==> config.mk <==
export PLATFORM = sky130hd
export DESIGN_NAME = mult_seq_ctrl
export DESIGN_NICKNAME = d
export VERILOG_FILES = /design/src/rtl/mult_pkg.sv /design/src/rtl/fullAdder.sv /design/src/rtl/ripple_adder.sv /design/src/rtl/mult_seq_ctrl.sv
export SDC_FILE = /design/constraint.sdc
export NUM_CORES = 1
export LEC_CHECK = 0
export BUFFER_PORTS_ARGS = -buffer_cell sky130_fd_sc_hd__buf_2
export CAP_MARGIN = 20
export CORE_MARGIN = 5
export CORE_UTILIZATION = 49
export CTS_CLUSTER_SIZE = 10
export DETAILED_ROUTE_END_ITERATION = 6
export PLACE_DENSITY = 0.73
export SYNTH_ARGS = -nofsm -noshare
export SYNTH_HDL_FRONTEND = slang
export SYNTH_SLANG_ARGS = --single-unit
==> constraint.sdc <==
create_clock -name clk -period 12.95 [get_ports clk]
set_input_delay 1.295 -clock clk [delete_from_list [all_inputs] [get_ports clk]]
set_output_delay 1.295 -clock clk [all_outputs]
set_load 0.005 [all_outputs]
==> src/rtl/mult_pkg.sv <==
// Shared definitions for the sequential shift-add multiplier.
// State encoding and default sizing.
package mult_pkg;

    typedef enum logic [1:0] {
        IDLE = 2'd0,
        RUN  = 2'd1,
        SIGN = 2'd2,
        DONE = 2'd3
    } state_t;

    localparam int DEF_WIDTH = 32;
    localparam int DEF_CNT_W = 6;

endpackage

==> src/rtl/fullAdder.sv <==
// Single-bit full adder cell.
// Leaf of the ripple adder chain.
module fullAdder (
    input  logic a,
    input  logic b,
    input  logic cin,
    output logic sum,
    output logic cout
);

    assign sum  = a ^ b ^ cin;
    assign cout = (a & b) | (cin & (a ^ b));

endmodule

==> src/rtl/ripple_adder.sv <==
// WIDTH-bit ripple-carry adder built from fullAdder cells.
// Shared by every add/shift iteration of the multiplier.
module ripple_adder #(
    parameter int WIDTH = 32
) (
    input  logic [WIDTH-1:0] a,
    input  logic [WIDTH-1:0] b,
    input  logic             cin,
    output logic [WIDTH-1:0] sum,
    output logic             cout
);

    logic [WIDTH:0] c;

    assign c[0] = cin;
    assign cout = c[WIDTH];

    for (genvar i = 0; i < WIDTH; i++) begin : g_fa
        fullAdder u_fa (
            .a    (a[i]),
            .b    (b[i]),
            .cin  (c[i]),
            .sum  (sum[i]),
            .cout (c[i+1])
        );
    end

endmodule

==> src/rtl/mult_seq_ctrl.sv <==
// Sequential shift-add MULT/MULTU unit with start/busy/done handshake.
// Magnitudes are multiplied unsigned; the sign is fixed up in one SIGN cycle.
module mult_seq_ctrl
    import mult_pkg::*;
#(
    parameter int WIDTH = DEF_WIDTH,
    parameter int CNT_W = DEF_CNT_W
) (
    input  logic             clk,
    input  logic             rst_n,
    input  logic             start,
    input  logic             sign_en,
    input  logic [WIDTH-1:0] op_a,
    input  logic [WIDTH-1:0] op_b,
    output logic             busy,
    output logic             done,
    output logic [WIDTH-1:0] hi,
    output logic [WIDTH-1:0] lo
);

    state_t             state;
    logic [CNT_W-1:0]   cnt;
    logic [WIDTH-1:0]   mcand;
    logic [2*WIDTH-1:0] p;
    logic               neg;

    logic [WIDTH-1:0]   addend;
    logic [WIDTH-1:0]   sum;
    logic               cout;
    logic [WIDTH-1:0]   abs_a;
    logic [WIDTH-1:0]   abs_b;
    logic               neg_in;

    assign addend = p[0] ? mcand : '0;
    assign abs_a  = (sign_en && op_a[WIDTH-1]) ? -op_a : op_a;
    assign abs_b  = (sign_en && op_b[WIDTH-1]) ? -op_b : op_b;
    assign neg_in = sign_en & (op_a[WIDTH-1] ^ op_b[WIDTH-1]);

    assign hi = p[2*WIDTH-1:WIDTH];
    assign lo = p[WIDTH-1:0];

    ripple_adder #(.WIDTH(WIDTH)) u_add (
        .a    (p[2*WIDTH-1:WIDTH]),
        .b    (addend),
        .cin  (1'b0),
        .sum  (sum),
        .cout (cout)
    );

    always_ff @(posedge clk) begin
        if (!rst_n) begin
            state <= IDLE;
            busy  <= 1'b0;
            done  <= 1'b0;
            cnt   <= '0;
            mcand <= '0;
            p     <= '0;
            neg   <= 1'b0;
        end else begin
            done <= 1'b0;
            unique case (state)
                IDLE, DONE: begin
                    if (start) begin
                        mcand <= abs_a;
                        p     <= {{WIDTH{1'b0}}, abs_b};
                        neg   <= neg_in;
                        cnt   <= '0;
                        busy  <= 1'b1;
                        state <= RUN;
                    end else begin
                        state <= IDLE;
                    end
                end
                RUN: begin
                    // carry-out lands in the top bit so no product bit is lost
                    p   <= {cout, sum, p[WIDTH-1:1]};
                    cnt <= cnt + 1'b1;
                    if (cnt == CNT_W'(WIDTH - 1))
                        state <= SIGN;
                end
                SIGN: begin
                    if (neg)
                        p <= ~p + 1'b1;
                    busy  <= 1'b0;
                    done  <= 1'b1;
                    state <= DONE;
                end
            endcase
        end
    end

endmodule

* After elaboration in Yosys (flattened, before gate mapping)
Index checks and enable logic that the tools add are counted.
** Cells by class
- $mul :: 0
- Divide/modulo/power cells :: 0
- $add $sub $neg :: 4
- Eq/ne operators :: 7
- Reductions and logical operators :: 10
- Bitwise logic cells :: 160
- Multiplexer cells :: 14
- Magnitude comparators :: 0
- Shifts and indexed selects :: 0
** Operators with widths (number)
- 64-bit case mux with 3 select lines :: 1
- 64-bit 2-to-1 mux :: 2
- 32-bit 2-to-1 mux :: 3
- 64-bit by 1-bit adder with 64-bit output, second input constant :: 1
- 1-bit AND :: 64
- 32-bit negation :: 2
- 64-bit inverter :: 1
- 1-bit XOR :: 64
- 1-bit bitwise OR :: 31
- 6-bit case mux with 2 select lines :: 1
- 2-bit AND reduction :: 4
- 6-bit by 1-bit adder with 6-bit output, second input constant :: 1
- 6-bit by 5-bit equality test with 1-bit output, second input constant :: 1
- 6-bit 2-to-1 mux :: 1
- 2-bit inequality test, second input constant :: 3
- 2-bit case mux with 3 select lines :: 1
- 2-bit equality test, second input constant :: 2
- 2-bit nonzero test :: 2
- 1-bit 2-to-1 mux :: 3
- 2-bit by 1-bit equality test with 1-bit output, second input constant :: 1
- 1-bit logical AND :: 2
- 2-bit logical NOT :: 1
- 2-bit 2-to-1 mux :: 1
- 1-bit case mux with 2 select lines :: 1
- 2-bit OR reduction :: 1
** Storage, ports and cells
- Input bits :: 68
- Latch bits :: 0
- Bits in read-only memories :: 0
- Bits in writable memories :: 0
- Output and inout port bits :: 66
- Memories kept :: 0
- Bits in registers :: 107
- Logic and storage cells :: 202

* Depth between registers and ports, before layout
Gate-level depths: netlist (run 1).
- Word-level depth :: 65
- Gate-level depth with buffers :: 40
- Depth with buffers taken out :: 39

* By module
Synthesis (run 1) repeated with hierarchy kept, for this count alone.
** Second synthesis, totals
- Cells, all modules :: 983
- Area total of the unflattened synthesis :: 7891.3 um2
** Modules (own cells, without submodules)
- mult_seq_ctrl :: area each 7250.7 um2, cells an instance 951, times used 1, sequential area each 2142.1 um2
- fullAdder :: area each 20.0 um2, cells an instance 1, times used 32, sequential area each 0.0 um2

* Least setup slack after synthesis (run 1)
No wires, ideal clock.
- Path type :: register -> register
- Start :: reg p[0]
- End :: reg p[62]
- Buffers on the path :: 2
- Setup time :: 0.134 ns
- Cell stages (with the launch flop) :: 40
- Slack :: -0.082 ns
- Data arrival time :: 12.897 ns
- Data required time :: 12.816 ns
- Cells stage by stage :: dfxtp_1 > clkbuf_1 > clkbuf_1 > nand2_1 > fa_1 > fa_1 > fa_1 > fa_1 > fa_1 > fa_1 > fa_1 > fa_1 > fa_1 > fa_1 > fa_1 > fa_1 > fa_1 > fa_1 > (+4 left out) > fa_1 > fa_1 > fa_1 > fa_1 > fa_1 > fa_1 > fa_1 > fa_1 > fa_1 > fa_1 > fa_1 > inv_1 > fa_1 > inv_1 > fa_1 > nor2_1 > a21oi_1 > o22ai_1
** Between the ends
- Cells in the longest elaborated chain, start to end :: 64
- Elaborated cells on any way between the ends :: 128
** Ends and longest elaborated chain
- start, declared :: RTL line mult_seq_ctrl.sv:24 : logic [2*WIDTH-1:0] p;
- start signal, assigned :: RTL line mult_seq_ctrl.sv:65 : p <= {{WIDTH{1'b0}}, abs_b};
- start signal, assigned :: RTL line mult_seq_ctrl.sv:76 : p <= {cout, sum, p[WIDTH-1:1]};
- start signal, assigned :: RTL line mult_seq_ctrl.sv:83 : p <= ~p + 1'b1;
- 32-bit 2-to-1 mux :: RTL line mult_seq_ctrl.sv:34 : assign addend = p[0] ? mcand : '0;
- 1-bit AND or 1-bit XOR (tied branches) :: RTL line fullAdder.sv:12 : assign cout = (a & b) | (cin & (a ^ b));
- 1-bit AND :: RTL line fullAdder.sv:12
- 1-bit bitwise OR :: RTL line fullAdder.sv:12
- 1-bit AND :: RTL line fullAdder.sv:12
- 1-bit bitwise OR :: RTL line fullAdder.sv:12
- 1-bit AND :: RTL line fullAdder.sv:12
- 1-bit bitwise OR :: RTL line fullAdder.sv:12
- (+48 left out)
- 1-bit AND :: RTL line fullAdder.sv:12
- 1-bit bitwise OR :: RTL line fullAdder.sv:12
- 1-bit AND :: RTL line fullAdder.sv:12
- 1-bit bitwise OR :: RTL line fullAdder.sv:12
- 1-bit AND :: RTL line fullAdder.sv:12
- 1-bit bitwise OR :: RTL line fullAdder.sv:12
- 1-bit XOR :: RTL line fullAdder.sv:11 : assign sum = a ^ b ^ cin;
- 64-bit case mux with 3 select lines * :: RTL line mult_seq_ctrl.sv:61 : unique case (state)
Every way passes the cells marked *; elsewhere a longest branch is shown, timed or not. The select of a mux whose other input is x is not followed.
A chain may end at the register's enable or synchronous reset.

* Worst setup path in the final report (run 1)
- Start :: reg mcand[0]
- End :: reg p[62]
** Between the ends
- Cells in the longest elaborated chain, start to end :: 64
** Ends and longest elaborated chain
- start, declared :: RTL line mult_seq_ctrl.sv:23 : logic [WIDTH-1:0] mcand;
- start signal, assigned :: RTL line mult_seq_ctrl.sv:64 : mcand <= abs_a;
- 32-bit 2-to-1 mux :: RTL line mult_seq_ctrl.sv:34
- 1-bit AND (2 in a row) :: RTL line fullAdder.sv:12
- 1-bit bitwise OR :: RTL line fullAdder.sv:12
- 1-bit AND :: RTL line fullAdder.sv:12
- 1-bit bitwise OR :: RTL line fullAdder.sv:12
- 1-bit AND :: RTL line fullAdder.sv:12
- 1-bit bitwise OR :: RTL line fullAdder.sv:12
- 1-bit AND :: RTL line fullAdder.sv:12
- (+47 left out)
- 1-bit AND :: RTL line fullAdder.sv:12
- 1-bit bitwise OR :: RTL line fullAdder.sv:12
- 1-bit AND :: RTL line fullAdder.sv:12
- 1-bit bitwise OR :: RTL line fullAdder.sv:12
- 1-bit AND :: RTL line fullAdder.sv:12
- 1-bit bitwise OR :: RTL line fullAdder.sv:12
- 1-bit XOR :: RTL line fullAdder.sv:11
- 64-bit case mux with 3 select lines :: RTL line mult_seq_ctrl.sv:61
No other way between the ends.

==> impl_metrics.toml, run 1 <==
[timing]
setup_tns_ps = 0
finalMaxSlewViolations = 0
rsz0062_at_grt = "false"
worst_pin_slew_ps = 1057
slew_headroom_pct = 29.37
setup_viol = 0
period_needed_ps = 12590
fmax_mhz = 79.42
finClkSkew_ps = 18.06
hold_violations = 0
fin_crit_sh_pct = 97.23

[setup_path]
cp_data_required_time_ps = 13170
worstPathMaxFanout = 2
path_common_cell = "fa_1"
reg2reg_to = "p[62]$_SDFFE_PN0P_"
critPathSlowestCell = "fa_1"
cpPeakStageDelay_ps = 480
timing.critical_path.to = "p[62]$_SDFFE_PN0P_"
cp-end-kind = "register"
start_kind = "register"
startpoint = "mcand[0]$_SDFFE_PN0P_"
r2r-start = "mcand[0]$_SDFFE_PN0P_"
cp.arrival_ps = 12810
r2r_slack_ps = 360
reg2reg_depth = 39
path_class = "reg -> reg"

[clocking]
cts.sink_count = 107
clock_latency_ps = 360
clkTransAtPathRegs_ps = 80
cts_max_level = 3
cts_made_buffers = 9
cts-root-buf = "clkbuf_16"
clockBufferDepth = 2
cts_tree = "built"
cts_setup_buffers = 0

[grt]
grt_pass1_wl_mm = 39.45
antenna_found_initial = 0
grt.total_usage_pct = 24.15
grt_max_degree = 58
grt_pass1_vias = 7507
grt_overflow = 0

[routing]
drc = 0
wire_per_inst_um = 18.19
ant_nets = 0
dr.pass1.iters = 5
vias_per_cell = 6.115
finalWirelength_mm = 24.42
detail_route.iter0.violations = 806
num_vias = 8207

[floorplan]
pin_count = 134
rows = 47
fp.coreArea_um2 = 16640
dieArea_um2 = 19770
die_x_um = 140.6
die_height_um = 140.6
start_util_pct = 50.21

[job]
cap_violations = 0

[min_path]
worstHoldPathType = "reg -> reg"
hold_start = "mcand[31]$_SDFFE_PN0P_"

[logic_synthesis]
ys_ff_latch = 107
yosysSeqAreaShare_pct = 25.63
synth_cells = 1064
yosysWarnings = 0
synth.avg_cell_area_um2 = 7.854
synth_area_um2 = 8357
syn-num-nets = 1170
async_flop_share_pct = 0
ys_types = 70
ys.flop_type = "dfxtp_1"
synth_edf_count = 0

[power_and_ir_drop]
combPwrFrac_pct = 47.8
pwr-share-clk_pct = 19.6
powerDensity_nw_per_um2 = 169.5
report.power.total_uw = 1562
seqPwrFrac_pct = 32.6
vdd_drop_max_v = 0.0001018
intPower_uw = 849.9
p_leak_uw = 0.003368
switching_power_uw = 712.4
p_sw_share_pct = 45.60

[finish]
drive_gt1_share_pct = 18.72
utilization_pct = 55.38
instances_no_fill = 1342
fillers = 1604
nets = 1223
antennaDiodeCount = 0
area_growth_syn_to_layout_pct = 10.29

[placement]
gp_congestion = 0.9145
port-buffer-count = 133
dpl.hpwl_mm = 17.69
dp.cells = 1325

[outcome]
status = "complete, no violations"
## kinds of logic (layout without fill, tap and decap cells)
| logic type | Yosys count | in the layout | synth area share, % |
|---|---|---|---|
| AOI/OAI and AO/OA | 306 | 306 | 24.18 |
| muxes | 6 | 6 | 0.7486 |
| xor gates and xnor gates | 81 | 81 | 8.489 |
| DFF | 107 | 107 | 25.63 |
| and+or+nand+nor | 376 | 376 | 23.97 |
| buffers and inverters | 150 | 208 | 8.504 |
| adders and majority gates | 38 | 38 | 8.474 |
## cell type report
cell class | count | area [um2] | area share, %
Multi-Input combinational cell | 807 | 5535 | 60.06
Sequential cell | 107 | 2142 | 23.24
Timing Repair Buffer | 146 | 767.0 | 8.322
Tap cell | 220 | 275.3 | 2.987
Clock buffer | 9 | 225.2 | 2.444
Inverter | 46 | 172.7 | 1.873
Clock inverter | 7 | 98.84 | 1.072
## worst min-delay path by stage
| stage | to | depth (start not counted) |
|---|---|---|
| after floorplan | mcand[0]$_SDFFE_PN0P_ | 2 |
| after global placement | mcand[31]$_SDFFE_PN0P_ | 2 |
| after CTS | mcand[31]$_SDFFE_PN0P_ | 2 |
| final | mcand[31]$_SDFFE_PN0P_ | 2 |
| after global routing | mcand[31]$_SDFFE_PN0P_ | 2 |
| after detailed placement | mcand[31]$_SDFFE_PN0P_ | 2 |
## flip-flops by register name, summed over array words and instances (netlist names)
name / count
neg: 1
cnt: 6
mcand: 32
busy: 1
state: 2
done: 1
p: 64
## power by group through the flow
| stage | Sequential [uW] | Combinational (uW) | Clock (uW) |
|---|---|---|---|
| after global placement | 512 | 724 | 0 |
| after CTS | 507 | 739 | 308 |
| after floorplan | 480 | 545 | 0 |
| after global routing | 524 | 832 | 321 |
| final | 510 | 746 | 306 |
| after detailed placement | 515 | 735 | 0 |
## metrics by stage
step                cell area [um2]  hold slack (ps)  worst slack (ps)
CTS                            9183            456.2             17.81
floorplan                      8358            431.7             14.81
global placement               8851            440.3             6.488
finish                         9216            459.2             358.5
global route                   9216            483.3             21.73
detailed placement             8851            447.4            -97.11
## metal layers
layer	global-route usage, %	wire length [um]	vias up
met2	37.07	11100	328
met4	7.496	470	0
li1	-	-	3966
met1	34.80	10900	3875
met3	4.064	1943	38
met5	0	0	-
## synth_stat cells (6+ instances only)
master,instances,area share (%)
fa_1,31,7.4
nand3_1,16,0.96
dfxtp_1,107,26
ha_1,7,1.0
inv_1,45,2.0
xor2_1,36,3.8
o41ai_1,8,0.84
a22oi_1,14,1.3
o22ai_1,25,1.9
o21ai_0,57,3.4
a31o_2,8,0.84
clkbuf_1,57,2.6
nor2b_1,6,0.45
a221oi_1,9,0.94
o21ai_1,7,0.42
and3_1,6,0.45
a32oi_1,6,0.63
nor4_1,21,1.6
buf_4,32,2.9
nand2b_1,9,0.67
xnor2_1,45,4.7
buf_1,8,0.36
or3_1,15,1.1
nand2_1,103,4.6
nor3_1,30,1.8
nand4_1,11,0.82
a31oi_1,15,1.1
or4_1,21,1.9
o31ai_1,14,1.3
nor2_1,95,4.3
nor4_4,6,1.5
a211oi_1,31,2.8
a21oi_1,66,4.0
o211ai_1,6,0.54
a311oi_1,7,0.73
and2_1,9,0.67
## placed cells by master (no fill, tap or decap), drive strengths merged, types with 12 or more instances in the layout
cell	netlist	layout
a211oi	31	31
a21oi	66	66
a22oi	14	14
a31oi	15	15
buf	46	146
dfxtp	107	107
fa	31	31
inv	46	48
nand2	103	103
nand3	16	16
nand4	12	12
nor2	95	95
nor3	33	33
nor4	30	30
o21ai	67	67
o22ai	25	25
o31ai	14	14
or3	15	15
or4	22	22
xnor2	45	45
xor2	36	36
## worst max-delay path, delay by kind of cell (launching register included)
kind                     cells  cell delay, ps
flip-flops                   1             340
adder cells (fa/ha/maj)     32           11520
buffers and inverters        3             180
AND/OR/NAND/NOR              2             190
AO/OA/AOI/OAI                2             240
## repair_timing
item,CTS,global route
setup endpoints to repair,1,3
cloned,0,0
resized for setup,3,9
hold buffers,0,0
Power figures use the tool's default switching activity.
==> inputs of run 2 (changes only) <==
--- a/config.mk
+++ b/config.mk
@@ -7,11 +7,13 @@
 export LEC_CHECK = 0
 export BUFFER_PORTS_ARGS = -buffer_cell sky130_fd_sc_hd__buf_2
 export CAP_MARGIN = 20
+export CORE_ASPECT_RATIO = 0.7
 export CORE_MARGIN = 5
 export CORE_UTILIZATION = 49
 export CTS_CLUSTER_SIZE = 10
 export DETAILED_ROUTE_END_ITERATION = 6
 export PLACE_DENSITY = 0.73
+export SKIP_CTS_REPAIR_TIMING = 1
 export SYNTH_ARGS = -nofsm -noshare
 export SYNTH_HDL_FRONTEND = slang
 export SYNTH_SLANG_ARGS = --single-unit
==> run 2 against run 1 <==
Compared with the run above:
- utilization down 1.1 points
- via count grew 0.72%
- highest routed layer unchanged
- first-iteration DRC count fell by 15%
- critical path type unchanged
- clock skew fell by 9.9 ps
- non-clock buffer count grew 1
- cell area about the same
- sequential share of layout area barely moved
- worst setup slack better by 19 ps
- worst hold slack got worse by 2.5 ps
- sequential cell count unchanged
- global-route usage is 0.37 points higher
==> impl_metrics.toml, run 2 (same netlist as run 1, synthesis figures left out) <==
[floorplan]
fp.coreArea_um2 = 16970
start_util_pct = 49.26
die_x_um = 166.1
die_height_um = 119.3
dieArea_um2 = 19810
pin_count = 134
rows = 40

[power_and_ir_drop]
powerDensity_nw_per_um2 = 167.7
switching_power_uw = 714.9
intPower_uw = 828.9
vdd_drop_max_v = 0.0001107
combPwrFrac_pct = 48.6
p_sw_share_pct = 46.31
seqPwrFrac_pct = 33.1
pwr-share-clk_pct = 18.3
p_leak_uw = 0.003352
report.power.total_uw = 1544

[setup_path]
start_kind = "register"
cp-end-kind = "register"
path_class = "reg -> reg"
worstPathMaxFanout = 2
cpPeakStageDelay_ps = 470
cp.arrival_ps = 12790
cp_data_required_time_ps = 13170
critPathSlowestCell = "fa_1"
path_common_cell = "fa_1"

[routing]
num_vias = 8266
finalWirelength_mm = 24.87
dr.pass1.iters = 5
wire_per_inst_um = 18.37
detail_route.iter0.violations = 684
ant_nets = 0
drc = 0
vias_per_cell = 6.105

[clocking]
clock_latency_ps = 360
cts_made_buffers = 9
clkTransAtPathRegs_ps = 80
clockBufferDepth = 2
cts_tree = "built"
cts.sink_count = 107
cts-root-buf = "clkbuf_16"
cts_max_level = 3

[timing]
fin_crit_sh_pct = 97.09
rsz0062_at_grt = "false"
fmax_mhz = 79.54
worst_pin_slew_ps = 1100
layout_setup_ws_ps = 377.2
setup_viol = 0
hold_violations = 0
slew_headroom_pct = 26.46
setup_tns_ps = 0
period_needed_ps = 12570
finClkSkew_ps = 8.173
finalMaxSlewViolations = 0

[grt]
antenna_found_initial = 0
grt.total_usage_pct = 24.52
use_met1_pct = 38.02
met3_usage_pct = 7.167
grt_pass1_vias = 7522
grt_pass1_wl_mm = 40.28
use_met2_pct = 33.79
grt_overflow = 0
top_usage_layer = "met1"
grt_max_degree = 58

[finish]
final_common_cell = "buf_2"
drive_gt1_share_pct = 18.79
utilization_pct = 54.27
nets = 1224
largest_register_ff_count = 64
antennaDiodeCount = 0
final_area_um2 = 9208
layout_common_cells = "buf_2, dfxtp_1, nand2_1"
largest-register = "p"
reg_top3 = "p (64), mcand (32), cnt (6)"
area_growth_syn_to_layout_pct = 10.18

[placement]
place_area_um2 = 8880
gp_congestion = 0.9455
dpl.hpwl_mm = 18.50
dp_slack_ps = -137.8
port-buffer-count = 133

[outcome]
status = "complete, no violations"

[min_path]
worstHoldPathType = "reg -> reg"

[job]
cap_violations = 0
==> run 2: cell types whose count changed in the layout (fill, tap and decap cells not counted), sizes merged <==
cell / before / now
bufinv: 2 / 1
buf: 146 / 147
inv: 48 / 46
clkbuf: 9 / 10
clkinvlp: 1 / 3
==> run 2: layout make-up <==
class                           count  area (um2)
Clock buffer                       10       229.0
Clock inverter                      6       66.31
Fill cell                        1618        7759
Inverter                           46       172.7
Multi-Input combinational cell    807        5538
Sequential cell                   107        2142
Tap cell                          231       289.0
Timing Repair Buffer              147       770.7
==> run 2: worst max-delay path: cells and delay by family, from the launching register on <==
kind	cells	cell delay, ps
AOI/OAI and AO/OA	2	260
adders and majority gates	32	11500
buffers and inverters	3	160
DFF	1	330
and+or+nand+nor	2	170
==> run 2: layer usage <==
layer / routed length [um] / part of all wire (%)
met1: 12090 / 49
met4: 155 / 0.62
met3: 2697 / 11
met2: 9923 / 40
met5: 0 / 0
==> run 2: per-stage QoR <==
step	std cells	hold WS, ps
detailed placement	1338	446.0
floorplan	1064	431.7
finish	1354	456.8
CTS	1354	454.3
global route	1354	473.0
global placement	1338	445.2
==> run 2: worst paths after layout <==
kind	to	from	cells after the start	slack, ps
hold / removal	mcand[31]$_SDFFE_PN0P_	mcand[31]$_SDFFE_PN0P_	2	460
setup reg to reg	p[62]$_SDFFE_PN0P_	mcand[0]$_SDFFE_PN0P_	39	380
setup / recovery	p[62]$_SDFFE_PN0P_	mcand[0]$_SDFFE_PN0P_	39	380
hold reg to reg	mcand[31]$_SDFFE_PN0P_	mcand[31]$_SDFFE_PN0P_	2	460
==> run 2: power groups by stage <==
stage	clock network (uW)	logic (uW)	registers [uW]
2_1_floorplan	0	545	480
3_3_place_gp	0	729	513
3_5_place_dp	0	735	516
4_1_cts	287	739	508
5_1_grt	299	833	525
6_report	282	750	511
